## config.mk

```make
export PLATFORM = sky130hd
export DESIGN_NAME = quad_velocity
export DESIGN_NICKNAME = d
export VERILOG_FILES = /design/src/rtl/quad_velocity.sv
export SDC_FILE = /design/constraint.sdc
export NUM_CORES = 1
export LEC_CHECK = 0
export CAP_MARGIN = 25
export CORE_ASPECT_RATIO = 0.9
export CORE_MARGIN = 10
export CORE_UTILIZATION = 50
export DETAILED_ROUTE_END_ITERATION = 16
export GPL_TIMING_DRIVEN = 0
export PLACE_DENSITY = 0.69
export SYNTH_ARGS = -nofsm -noshare
export SYNTH_HDL_FRONTEND = slang
export SYNTH_SLANG_ARGS = --single-unit
```

## constraint.sdc

```tcl
create_clock -name clk -period 7.5 [get_ports clk]
set_input_delay 0.75 -clock clk [delete_from_list [all_inputs] [get_ports clk]]
set_output_delay 0.75 -clock clk [all_outputs]
set_load 0.01 [all_outputs]
```

## src/rtl/quad_velocity.sv

```systemverilog
// quad_velocity: velocity feedback derived from a free-running quadrature count.
//
// The 24-bit position count is sampled once per WINDOW_TICKS clocks. The
// wrap-safe signed delta between successive samples is averaged over the
// last 2^AVG_LOG2 windows. An encoder is flagged as stalled after
// STALL_WINDOWS consecutive windows with zero movement.
//
// Ports:
//   clk            system clock
//   reset_n        synchronous active-low reset
//   count[23:0]    decoder position count (free-running, wraps)
//   clear          synchronous clear of history; re-baselines on the next sample
//   window_tick    one-cycle pulse in the cycle after each sample cycle
//   raw_delta      signed delta of the most recent window
//   velocity       signed moving average of the delta per window
//   velocity_valid one-cycle pulse when raw_delta/velocity/stalled update
//   stalled        high while the encoder has been idle for STALL_WINDOWS windows
module quad_velocity #(
    parameter int CLK_FREQ_HZ   = 32_000_000,
    parameter int WINDOW_US     = 1000,
    parameter int AVG_LOG2      = 2,
    parameter int STALL_WINDOWS = 100
) (
    input  logic        clk,
    input  logic        reset_n,
    input  logic [23:0] count,
    input  logic        clear,
    output logic        window_tick,
    output logic [23:0] raw_delta,
    output logic [23:0] velocity,
    output logic        velocity_valid,
    output logic        stalled
);
    localparam int WINDOW_TICKS = CLK_FREQ_HZ / 1_000_000 * WINDOW_US;
    localparam int WC_W         = $clog2(WINDOW_TICKS);
    localparam int DEPTH        = 1 << AVG_LOG2;
    localparam int PTR_W        = (AVG_LOG2 > 0) ? AVG_LOG2 : 1;
    localparam int SUM_W        = 24 + AVG_LOG2;
    localparam int SC_W         = $clog2(STALL_WINDOWS + 1);

    typedef enum logic [1:0] {ST_BASELINE, ST_RUN, ST_UPDATE, ST_OUTPUT} state_t;

    state_t                   state_q, state_d;
    logic [WC_W-1:0]          wcnt_q, wcnt_d;
    logic                     tick_q, tick_d;
    logic [23:0]              count_prev_q, count_prev_d;
    logic [23:0]              delta_q, delta_d;
    logic [23:0]              raw_q, raw_d;
    logic [23:0]              vel_q, vel_d;
    logic                     valid_q, valid_d;
    logic                     stalled_q, stalled_d;
    logic signed [SUM_W-1:0]  sum_q, sum_d;
    logic [23:0]              hist_q [DEPTH];
    logic [23:0]              hist_d [DEPTH];
    logic [PTR_W-1:0]         ptr_q, ptr_d;
    logic [SC_W-1:0]          stall_cnt_q, stall_cnt_d;
    logic                     sample;

    always_comb begin
        sample       = (wcnt_q == WC_W'(WINDOW_TICKS - 1));
        wcnt_d       = sample ? '0 : wcnt_q + 1'b1;
        tick_d       = sample;
        state_d      = state_q;
        count_prev_d = count_prev_q;
        delta_d      = delta_q;
        raw_d        = raw_q;
        vel_d        = vel_q;
        valid_d      = 1'b0;
        stalled_d    = stalled_q;
        sum_d        = sum_q;
        hist_d       = hist_q;
        ptr_d        = ptr_q;
        stall_cnt_d  = stall_cnt_q;

        case (state_q)
            ST_BASELINE: begin
                if (sample) begin
                    count_prev_d = count;
                    state_d      = ST_RUN;
                end
            end
            ST_RUN: begin
                if (sample) begin
                    // Modular subtraction makes the delta wrap-safe across 2^24.
                    delta_d      = count - count_prev_q;
                    count_prev_d = count;
                    state_d      = ST_UPDATE;
                end
            end
            ST_UPDATE: begin
                // All result registers load at the end of UPDATE so the new
                // values and the valid pulse are visible together in OUTPUT (S+2).
                raw_d         = delta_q;
                sum_d         = sum_q + SUM_W'($signed(delta_q))
                                      - SUM_W'($signed(hist_q[ptr_q]));
                hist_d[ptr_q] = delta_q;
                ptr_d         = (AVG_LOG2 == 0) ? '0 : ptr_q + 1'b1;
                vel_d         = 24'(sum_d >>> AVG_LOG2);
                if (delta_q == 24'd0)
                    stall_cnt_d = (stall_cnt_q == SC_W'(STALL_WINDOWS)) ?
                                  stall_cnt_q : stall_cnt_q + 1'b1;
                else
                    stall_cnt_d = '0;
                stalled_d     = (stall_cnt_d == SC_W'(STALL_WINDOWS));
                valid_d       = 1'b1;
                state_d       = ST_OUTPUT;
            end
            ST_OUTPUT: begin
                state_d = ST_RUN;
            end
            default: state_d = ST_BASELINE;
        endcase

        // Clear overrides everything except the window counter/tick, so a
        // clear on the sample cycle leaves that sample unconsumed.
        if (clear) begin
            for (int i = 0; i < DEPTH; i++) hist_d[i] = '0;
            sum_d       = '0;
            ptr_d       = '0;
            stall_cnt_d = '0;
            vel_d       = '0;
            raw_d       = '0;
            stalled_d   = 1'b0;
            valid_d     = 1'b0;
            state_d     = ST_BASELINE;
        end
    end

    always_ff @(posedge clk) begin
        if (!reset_n) begin
            state_q      <= ST_BASELINE;
            wcnt_q       <= '0;
            tick_q       <= 1'b0;
            count_prev_q <= '0;
            delta_q      <= '0;
            raw_q        <= '0;
            vel_q        <= '0;
            valid_q      <= 1'b0;
            stalled_q    <= 1'b0;
            sum_q        <= '0;
            for (int i = 0; i < DEPTH; i++) hist_q[i] <= '0;
            ptr_q        <= '0;
            stall_cnt_q  <= '0;
        end else begin
            state_q      <= state_d;
            wcnt_q       <= wcnt_d;
            tick_q       <= tick_d;
            count_prev_q <= count_prev_d;
            delta_q      <= delta_d;
            raw_q        <= raw_d;
            vel_q        <= vel_d;
            valid_q      <= valid_d;
            stalled_q    <= stalled_d;
            sum_q        <= sum_d;
            hist_q       <= hist_d;
            ptr_q        <= ptr_d;
            stall_cnt_q  <= stall_cnt_d;
        end
    end

    assign window_tick    = tick_q;
    assign raw_delta      = raw_q;
    assign velocity       = vel_q;
    assign velocity_valid = valid_q;
    assign stalled        = stalled_q;
endmodule

```

==> impl_metrics.tcl <==
set metrics [dict create \
    viasPerCell 5.45 \
    dp_hpwl_um 24300 \
    postSynthCellCount 1540 \
    coreArea_sq_um 24300 \
    synth_edf_count 0 \
    hold_path.class "reg -> reg" \
    timing.fmax_mhz 211 \
    antenna_found_initial 0 \
    clock-sinks 223 \
    power.total_mw 2.54 \
    start_util_pct 51.0 \
    grt_pass1_vias 10100 \
    outcome "finished clean" \
    max_slew_margin_pct 36.3 \
    finalHoldViolCount 0 \
    rows 54 \
    yosysTopAreaCell "dfxtp_1" \
    fin_hold_ws_ps 450 \
    async_reset_ff_share_pct 0 \
    post-place-ws_ps 2770 \
    drc_errors 0 \
    placed_cell_area_sq_um 13500 \
    area_growth_pct 15.9 \
    finalCriticalPeriod_ps 4730 \
    yosysTopAreaCellShare_pct 36.0 \
    grt_pass1_wl_um 51900 \
    synth_nets 1653 \
    htreeDepth 1 \
    worstMarginPinSlew_ps 955 \
    fp.dieW_um 186 \
    start_kind "flop" \
    cts_tree "built" \
    ys_warn_count 0 \
    synth_common_cells "323 x nand2_1, 223 x dfxtp_1, 181 x a21oi_1, 147 x inv_1, 97 x nor2_1" \
    yosysMostFrequentCell "nand2_1" \
    ctsHoldBuffers 0 \
    p_leak_nw 5.21 \
    clockRootBuffer "clkbuf_16" \
    path_max_fanout 10 \
    post-route-period-util_pct 63.1 \
    clkTransAtPathRegs_ps 60 \
    seq_area_frac_synth_pct 36.0 \
    grt_max_degree 14 \
    power_density_nw_per_um2 177 \
    netlist-cell-type-count 70 \
    final_cell_area_sq_um 14400 \
    worst-path-buf-inv 3 \
    fp.dieH_um 169 \
    setup-violations-final 0 \
    grt_remaining_overflow 0 \
    rsz0062_at_grt "no" \
    fillers 2239 \
    crit_path_frequent_cell "o21ai_0" \
    cts_made_buffers 25 \
    drive_gt1_share_pct 6.99 \
    insertion_delay_ps 530 \
    wirelength_um 32500 \
    endpoint_kind "flop" \
    cts_setup_buffers 0 \
    vdd_drop_max_mv 0.171 \
    diodes 0 \
    nNetsFinal 1756 \
    routedWlPerCell_um 16.5 \
    synth_area_sq_um 12400 \
    yosys-top-cells-area "dfxtp_1 36%, nand2_1 9.8%, a21oi_1 7.3%" \
    crit_required_ps 7900 \
    timing.final.max_slew_violations 0 \
    io_pins 78 \
    io_buffers 76 \
    cp.arrival_ps 5140 \
    crit_chain "buf_2, buf_1, mux4_2, fa_1, inv_1, ha_1, and3_2, a22o_1, nor2_1, o21ai_0, a21boi_0, o21ai_0, xnor2_1, o21ai_0" \
    finClkSkew_ps 8.55 \
    ys.flop_type "dfxtp_1" \
    cp_slowest_cell "buf_1" \
    fin_ws_ps 2770 \
    cts_resized 0 \
    slowest_delay_ps 680 \
    synth_seq_cells 223 \
    ant_nets 0 \
    drt_iter0_markers 788 \
    critical_path_class "reg -> reg" \
    maxCapViolations 0 \
    grt_usage_pct 20.2 \
    dieArea_sq_um 31500 \
    dr.pass1.iters 5 \
    syn_area_per_cell_sq_um 8.05 \
    via_count 10700 \
    gp_congestion 0.933 \
    clk_path_buf_depth 3 \
    setup_tns_ps 0 \
    crit_family "compound AO/OA/AOI/OAI gates" \
]
==> worst reg2reg max path, stage by stage (launching register included) <==
cell	delay (ps)
dfxtp_1	360
buf_2	290
buf_1	680
mux4_2	660
fa_1	510
inv_1	40
ha_1	350
and3_2	250
a22o_1	200
nor2_1	80
o21ai_0	120
a21boi_0	550
o21ai_0	230
xnor2_1	190
o21ai_0	90
==> state kept, by name (all words and copies together), names as in the netlist, 2 cells and up <==
name	count
count_prev_q	24
delta_q	24
hist_q	96
ptr_q	2
raw_delta	24
stall_cnt_q	7
state_q	2
sum_q	2
velocity	24
wcnt_q	15
==> per-stage QoR <==
step	utilization, %	std cells
final	59.1	1968
after global routing	59.1	1968
after CTS	59.1	1968
after detailed placement	55.7	1924
after global placement	55.7	1924
after floorplan	-	1540
==> final cells by class <==
| class | instances | area (sq um) | area share (%) |
|---|---|---|---|
| multi-input cells | 1056 | 6840 | 47.6 |
| plain buffers | 114 | 546 | 3.80 |
| clock inverters | 11 | 118 | 0.819 |
| repair buffers | 76 | 761 | 5.29 |
| flip-flops and latches | 223 | 4460 | 31.1 |
| clock buffers | 33 | 706 | 4.91 |
| well taps | 308 | 385 | 2.68 |
| inverters | 147 | 552 | 3.84 |
==> path summary, 6_finish.rpt <==
check,slack [ps],endpoint,cells past startpoint,startpoint
worst max register to register,2770,velocity[21]$_SDFFE_PP0P_,14,ptr_q[0]$_SDFFE_PP0P_
worst min register to register,450,wcnt_q[0]$_SDFF_PP0_,1,wcnt_q[0]$_SDFF_PP0_
worst max-delay path,2770,velocity[21]$_SDFFE_PP0P_,14,ptr_q[0]$_SDFFE_PP0P_
worst min-delay path,450,wcnt_q[0]$_SDFF_PP0_,1,wcnt_q[0]$_SDFF_PP0_
==> placed cells by master, fill, tap and decap left out, types with 7 or more instances in the layout <==
| cell | Yosys | final |
|---|---|---|
| xnor2_1 | 28 | 28 |
| nand3_1 | 33 | 33 |
| o21a_1 | 13 | 13 |
| a21o_1 | 15 | 15 |
| nand4_1 | 10 | 10 |
| clkbuf_16 | 0 | 25 |
| mux2i_1 | 39 | 39 |
| and3_1 | 10 | 10 |
| and2_1 | 7 | 7 |
| clkdlybuf4s50_1 | 0 | 76 |
| buf_1 | 8 | 8 |
| o21ai_0 | 42 | 42 |
| nor3_1 | 19 | 19 |
| xor2_1 | 21 | 21 |
| buf_4 | 25 | 25 |
| o31ai_1 | 9 | 9 |
| a21oi_1 | 181 | 181 |
| fa_1 | 26 | 26 |
| nor4_1 | 10 | 10 |
| ha_1 | 60 | 60 |
| mux4_2 | 24 | 24 |
| a211oi_1 | 11 | 11 |
| nand2_1 | 323 | 323 |
| clkbuf_1 | 74 | 77 |
| inv_1 | 147 | 147 |
| nor2_1 | 97 | 97 |
| dfxtp_1 | 223 | 223 |
==> metal layers <==
metal | vias to the layer above | global-route usage [%] | wire [um]
met5 | - | 0 | 0
met4 | 0 | 4.90 | 677
met3 | 45 | 2.42 | 1830
met2 | 309 | 32.7 | 14500
met1 | 5040 | 28.1 | 15500
li1 | 5329 | - | -
==> kinds of logic (layout without fill, tap and decap cells) <==
group	count (synthesis)	in the layout	synth area share, %
flip-flops	223	223	36.0
AND/OR/NAND/NOR	535	535	18.3
multiplexers	64	64	7.60
XOR/XNOR	49	49	3.46
buffers and inverters	261	381	8.85
AO/OA/AOI/OAI	322	322	15.6
adder cells (fa/ha/maj)	86	86	10.3
==> power breakdown <==
group          switching (mW)  internal (mW)
Combinational          0.0693         0.0418
Sequential           0.000969           1.19
Clock                   0.509          0.730
No activity file was read; power rests on OpenSTA's default activity.
